===== src/rtl/mul_pkg.sv =====
// Shared widths, state encoding and step decode for the sequential 32x32 multiply unit.
package mul_pkg;

  localparam int HALF_W = 16;
  localparam int OP_W   = 32;
  localparam int RES_W  = 64;

  typedef enum logic [1:0] {
    IDLE  = 2'd0,
    MUL   = 2'd1,
    DRAIN = 2'd2,
    DONE  = 2'd3
  } state_t;

  // Partial-product weight for each half-product step: lo*lo, lo*hi, hi*lo, hi*hi.
  function automatic logic [5:0] step_shift(input logic [1:0] step);
    case (step)
      2'd0:    return 6'd0;
      2'd3:    return 6'd32;
      default: return 6'd16;
    endcase
  endfunction

endpackage


===== src/rtl/mul32_seq_ctrl_if.sv =====
// Operand issue / result writeback handshake bundle for mul32_seq_ctrl.
interface mul32_seq_ctrl_if;
  import mul_pkg::*;

  logic              flush;
  logic              in_valid;
  logic              in_ready;
  logic [OP_W-1:0]   a;
  logic [OP_W-1:0]   b;
  logic              out_valid;
  logic              out_ready;
  logic [RES_W-1:0]  result;
  logic              busy;

  modport master (
    output flush, in_valid, a, b, out_ready,
    input  in_ready, out_valid, result, busy
  );

  modport slave (
    input  flush, in_valid, a, b, out_ready,
    output in_ready, out_valid, result, busy
  );

endinterface


===== src/rtl/Multiplier.sv =====
// 16x16 unsigned combinational multiplier; the single arithmetic core shared by all four steps.
module Multiplier
  import mul_pkg::*;
(
  input  logic [HALF_W-1:0] md,
  input  logic [HALF_W-1:0] mr,
  output logic [OP_W-1:0]   product
);

  assign product = {{HALF_W{1'b0}}, md} * {{HALF_W{1'b0}}, mr};

endmodule


===== src/rtl/mul32_seq_ctrl.sv =====
// Sequential 32x32 unsigned multiply: four 16x16 half-products through one Multiplier,
// shifted and accumulated into a 64-bit result, with valid/ready on both sides.
module mul32_seq_ctrl
  import mul_pkg::*;
#(
  parameter bit PP_REG = 1'b0
) (
  input  logic             clk,
  input  logic             rst,
  mul32_seq_ctrl_if.slave  bus
);

  state_t             state_q, state_d;
  logic [1:0]         step_q, step_d;
  logic [OP_W-1:0]    a_q, a_d;
  logic [OP_W-1:0]    b_q, b_d;
  logic [RES_W-1:0]   acc_q, acc_d;
  logic [OP_W-1:0]    pp_q, pp_d;

  logic [HALF_W-1:0]  md, mr;
  logic [OP_W-1:0]    product;
  logic [OP_W-1:0]    pp_src;
  logic [1:0]         acc_step;
  logic [RES_W-1:0]   addend;

  // step[1] selects the a half, step[0] the b half.
  assign md = step_q[1] ? a_q[OP_W-1:HALF_W] : a_q[HALF_W-1:0];
  assign mr = step_q[0] ? b_q[OP_W-1:HALF_W] : b_q[HALF_W-1:0];

  Multiplier u_mult (
    .md      (md),
    .mr      (mr),
    .product (product)
  );

  // With the product register the add trails the issued step by one; in DRAIN step_q
  // has wrapped to 0, so step_q-1 lands on the final hi*hi weight.
  assign pp_src   = PP_REG ? pp_q : product;
  assign acc_step = PP_REG ? step_q - 2'd1 : step_q;
  assign addend   = {{(RES_W-OP_W){1'b0}}, pp_src} << step_shift(acc_step);

  always_comb begin
    state_d = state_q;
    step_d  = step_q;
    a_d     = a_q;
    b_d     = b_q;
    acc_d   = acc_q;
    pp_d    = product;

    case (state_q)
      IDLE: begin
        if (bus.in_valid) begin
          a_d     = bus.a;
          b_d     = bus.b;
          acc_d   = '0;
          step_d  = 2'd0;
          state_d = MUL;
        end
      end
      MUL: begin
        step_d = step_q + 2'd1;
        if (!PP_REG || step_q != 2'd0) begin
          acc_d = acc_q + addend;
        end
        if (step_q == 2'd3) begin
          state_d = PP_REG ? DRAIN : DONE;
        end
      end
      DRAIN: begin
        acc_d   = acc_q + addend;
        state_d = DONE;
      end
      DONE: begin
        if (bus.out_ready) begin
          state_d = IDLE;
        end
      end
      default: state_d = IDLE;
    endcase

    if (bus.flush) begin
      state_d = IDLE;
      step_d  = 2'd0;
      acc_d   = '0;
    end
  end

  always_ff @(posedge clk or posedge rst) begin
    if (rst) begin
      state_q <= IDLE;
      step_q  <= 2'd0;
      a_q     <= '0;
      b_q     <= '0;
      acc_q   <= '0;
      pp_q    <= '0;
    end else begin
      state_q <= state_d;
      step_q  <= step_d;
      a_q     <= a_d;
      b_q     <= b_d;
      acc_q   <= acc_d;
      pp_q    <= pp_d;
    end
  end

  assign bus.in_ready  = (state_q == IDLE);
  assign bus.out_valid = (state_q == DONE);
  assign bus.busy      = (state_q != IDLE);
  assign bus.result    = acc_q;

endmodule

===== src/flat_wrapper.sv =====
// flat-port wrapper written by rule: the top's interface ports become plain ports
module mul32_seq_ctrl_flat import mul_pkg::*;
#(
  parameter bit PP_REG = 1'b0
)
  (clk, rst, bus_flush, bus_in_valid, bus_a, bus_b, bus_out_ready, bus_in_ready, bus_out_valid, bus_result, bus_busy);
  mul32_seq_ctrl_if bus_i ();
  input  logic clk;
  input  logic rst;
  input wire logic [$bits(bus_i.flush)-1:0] bus_flush;
  input wire logic [$bits(bus_i.in_valid)-1:0] bus_in_valid;
  input wire logic [$bits(bus_i.a)-1:0] bus_a;
  input wire logic [$bits(bus_i.b)-1:0] bus_b;
  input wire logic [$bits(bus_i.out_ready)-1:0] bus_out_ready;
  output wire logic [$bits(bus_i.in_ready)-1:0] bus_in_ready;
  output wire logic [$bits(bus_i.out_valid)-1:0] bus_out_valid;
  output wire logic [$bits(bus_i.result)-1:0] bus_result;
  output wire logic [$bits(bus_i.busy)-1:0] bus_busy;
  assign bus_i.flush = bus_flush;
  assign bus_i.in_valid = bus_in_valid;
  assign bus_i.a = bus_a;
  assign bus_i.b = bus_b;
  assign bus_i.out_ready = bus_out_ready;
  assign bus_in_ready = bus_i.in_ready;
  assign bus_out_valid = bus_i.out_valid;
  assign bus_result = bus_i.result;
  assign bus_busy = bus_i.busy;
  mul32_seq_ctrl #(.PP_REG(PP_REG)) u_core (.clk(clk), .rst(rst), .bus(bus_i));
endmodule

===== config.mk =====
export PLATFORM = sky130hd
export DESIGN_NAME = mul32_seq_ctrl_flat
export DESIGN_NICKNAME = d
export VERILOG_FILES = /design/src/rtl/mul_pkg.sv /design/src/rtl/mul32_seq_ctrl_if.sv /design/src/rtl/Multiplier.sv /design/src/rtl/mul32_seq_ctrl.sv /design/src/flat_wrapper.sv
export SDC_FILE = /design/constraint.sdc
export NUM_CORES = 1
export LEC_CHECK = 0
export CAP_MARGIN = 15
export CORE_ASPECT_RATIO = 1.4
export CORE_UTILIZATION = 50
export CTS_CLUSTER_SIZE = 25
export DETAILED_ROUTE_END_ITERATION = 8
export PLACE_DENSITY = 0.73
export RECOVER_POWER = 25
export SYNTH_ARGS = -nofsm -noshare
export SYNTH_HDL_FRONTEND = slang
export SYNTH_SLANG_ARGS = --single-unit
export TNS_END_PERCENT = 10

===== constraint.sdc =====
create_clock -name clk -period 10.2 [get_ports clk]
set_clock_uncertainty 0.1 [all_clocks]
set_input_delay 1.53 -clock clk [delete_from_list [all_inputs] [get_ports clk]]
set_output_delay 1.53 -clock clk [all_outputs]
set_load 0.03 [all_outputs]

==> results_dict.tcl <==
set metrics [dict create \
    status "complete, but fails checks" \
    violations "max-capacitance violations, max-slew violations" \
    first_global_vias 16400 \
    syn_to_final_growth_pct 13.6 \
    path_common_cell "fa_1" \
    start_util_pct 50.7 \
    overflow 0 \
    drt_first_pass_iters 5 \
    cp_data_required_time_ps 10440 \
    clock_sinks 132 \
    grt_usage_pct 31.5 \
    pre_cts_slack_ps 219 \
    synth_top_area_share_pct 21.5 \
    vias 15400 \
    min_path_cells 1 \
    via_per_inst 5.93 \
    cp_max_fo 34 \
    timing.final.ws_setup_ps 322 \
    ys_top_cells_by_area "fa_1 21%, dfrtp_1 18%, ha_1 12%" \
    core_area_um2 35800 \
    end_kind "flip-flop" \
    instances_no_fill 2591 \
    critical_path.slowest_cell "fa_1" \
    reg2reg_from "u_core.acc_step[1]$_DFFE_PP0P_" \
    grt_first_pass_wirelength_mm 88.5 \
    avgSynthCellArea_um2 9.03 \
    syn_area_um2 18200 \
    antenna_cells 0 \
    ys_ff_latch 132 \
    multiInputGateArea_um2 13500 \
    syn-num-nets 2446 \
    async_flop_share_pct 100 \
    ys_seq_area_share_pct 18.2 \
    seqCellArea_um2 3300 \
    finalWeightedCongestion 1.01 \
    grt_antenna_before_repair 0 \
    fin_crit_sh_pct 96.8 \
    slew_headroom_pct -134 \
    core.rowCount 82 \
    hold_viol 0 \
    cts_made_buffers 17 \
    placed_cells 2559 \
    cp_slowest_stage_delay_ps 530 \
    fp.dieH_um 227 \
    cp-start-kind "flip-flop" \
    clkSlewWorstSetupHoldPaths_ps 70 \
    tightest_slew_ps 3510 \
    dieWidth_um 163 \
    grt_max_degree 74 \
    timing.fmax_ghz 0.101 \
    fin_util_pct 57.6 \
    io_pins 136 \
    yosysMostFrequentCell "inv_1" \
    routed_wl_mm 55.6 \
    yosysTopAreaCell "fa_1" \
    cts_tree "yes" \
    r2r_cells 33 \
    wire_per_inst_um 21.4 \
    dpl.hpwl_mm 44.7 \
    yosysUniqueCellTypes 82 \
    drc 0 \
    num-fill-cells 3231 \
    synth_common_cells "252 x inv_1, 209 x nand2_1, 203 x nor2_1" \
    whs_ps 426 \
    numPortBuffers 135 \
    ant_nets 0 \
    hold_buffers 0 \
    setup_violations 0 \
    drive_gt1_share_pct 9.49 \
    crit_type "reg2reg" \
    cts_max_path_buffers 2 \
    syn_inst 2011 \
    min_from "u_core.b_q[6]$_DFFE_PP0P_" \
    drt_iter0_drc 1003 \
    cts_max_level 4 \
    die-area_um2 37100 \
    max_cap_violations 2 \
    synth_edf_count 0 \
    crit_start "u_core.acc_step[1]$_DFFE_PP0P_" \
    min_path_type "reg2reg" \
    cp.arrival_ps 10120 \
    clkLatencyLatePin_ps 460 \
    cts_root_buf "clkbuf_16" \
    post-route-min-period_ps 9880 \
    final_max_slew_viol_count 126 \
    postSynth.topFlopCell "dfrtp_1" \
    ys_warn_count 0 \
    fin_nets 2551 \
]
path summary, 6_finish.rpt:
check                                                     to  slack, ps
setup / recovery           u_core.bus.result[62]$_DFFE_PP0P_        320
hold / removal                     u_core.b_q[6]$_DFFE_PP0P_        430
hold reg to reg                    u_core.b_q[6]$_DFFE_PP0P_        430
max in group asynchronous         u_core.b_q[14]$_DFFE_PP0P_       5850
min in group asynchronous          u_core.b_q[3]$_DFFE_PP0P_       2160
setup reg to reg           u_core.bus.result[62]$_DFFE_PP0P_        320
area by class of cell:
type	instances	share of cell area, %
multi-input combinational	1537	65.5
sequential	132	16.0
timing repair buffer	174	8.13
inverter	254	4.63
tap	462	2.80
clock buffer	17	2.06
clock inverter	15	0.892
logic make-up (layout without fill, tap and decap cells):
kind of cell | Yosys count | count (layout) | share of synthesized area (%)
AOI/OAI and AO/OA | 398 | 398 | 15.1
xor gates and xnor gates | 84 | 84 | 4.05
adders and majority gates | 366 | 366 | 33.3
buffers and inverters | 342 | 460 | 7.71
DFF | 132 | 132 | 18.2
muxes | 136 | 136 | 8.17
and+or+nand+nor | 553 | 553 | 13.5
sequential cells by signal, indices dropped and copies added, names as in the netlist:
signal,cells
u_core.bus.result,64
u_core.state_q,2
u_core.acc_step,2
u_core.a_q,32
u_core.b_q,32
metrics by stage:
step	setup TNS, ps	cell area [µm²]
2_1_floorplan	0	18200
3_3_place_gp	0	20000
3_5_place_dp	0	20000
4_1_cts	0	20600
5_1_grt	-56.9	20600
6_report	0	20600
worst max-delay path, delay by kind of cell (launching register included):
| kind | cells | cell delay (ps) |
|---|---|---|
| compound gates | 11 | 3190 |
| fa+ha+maj | 8 | 3590 |
| buf+inv | 4 | 340 |
| flops | 1 | 400 |
| mux | 2 | 600 |
| simple gates | 8 | 1500 |
layout by cell type, fill, tap and decap left out, types with 11 or more instances in the layout:
cell             instances
inv_1                  251
nand2_1                208
nor2_1                 201
fa_1                   195
ha_1                   170
clkdlybuf4s50_1        133
dfrtp_1                132
a21oi_1                106
mux2_2                  96
a22o_1                  56
o21ai_0                 53
a21o_1                  53
xnor2_1                 43
xor2_1                  41
buf_4                   35
mux2i_1                 34
nand4_1                 31
nand3_1                 23
and2_1                  22
o21bai_1                20
clkbuf_16               17
o22ai_1                 12
nand2b_1                11
a31oi_1                 11
what timing repair did:
item / 4_1_cts / 5_1_grt
resized for setup: 0 / 12
buffers inserted: 0 / 0
endpoints found under the setup margin: 0 / 15
per-layer routing:
metal	routed length, µm	track usage, %	vias up
li1	-	-	7001
met4	3570	19.0	0
met3	2850	4.70	174
met2	28300	56.3	545
met1	20800	35.1	7642
met5	0	0	-
Power is not shown: default switching activity piles up to over one toggle a cycle in this logic, so the estimate is an artifact.
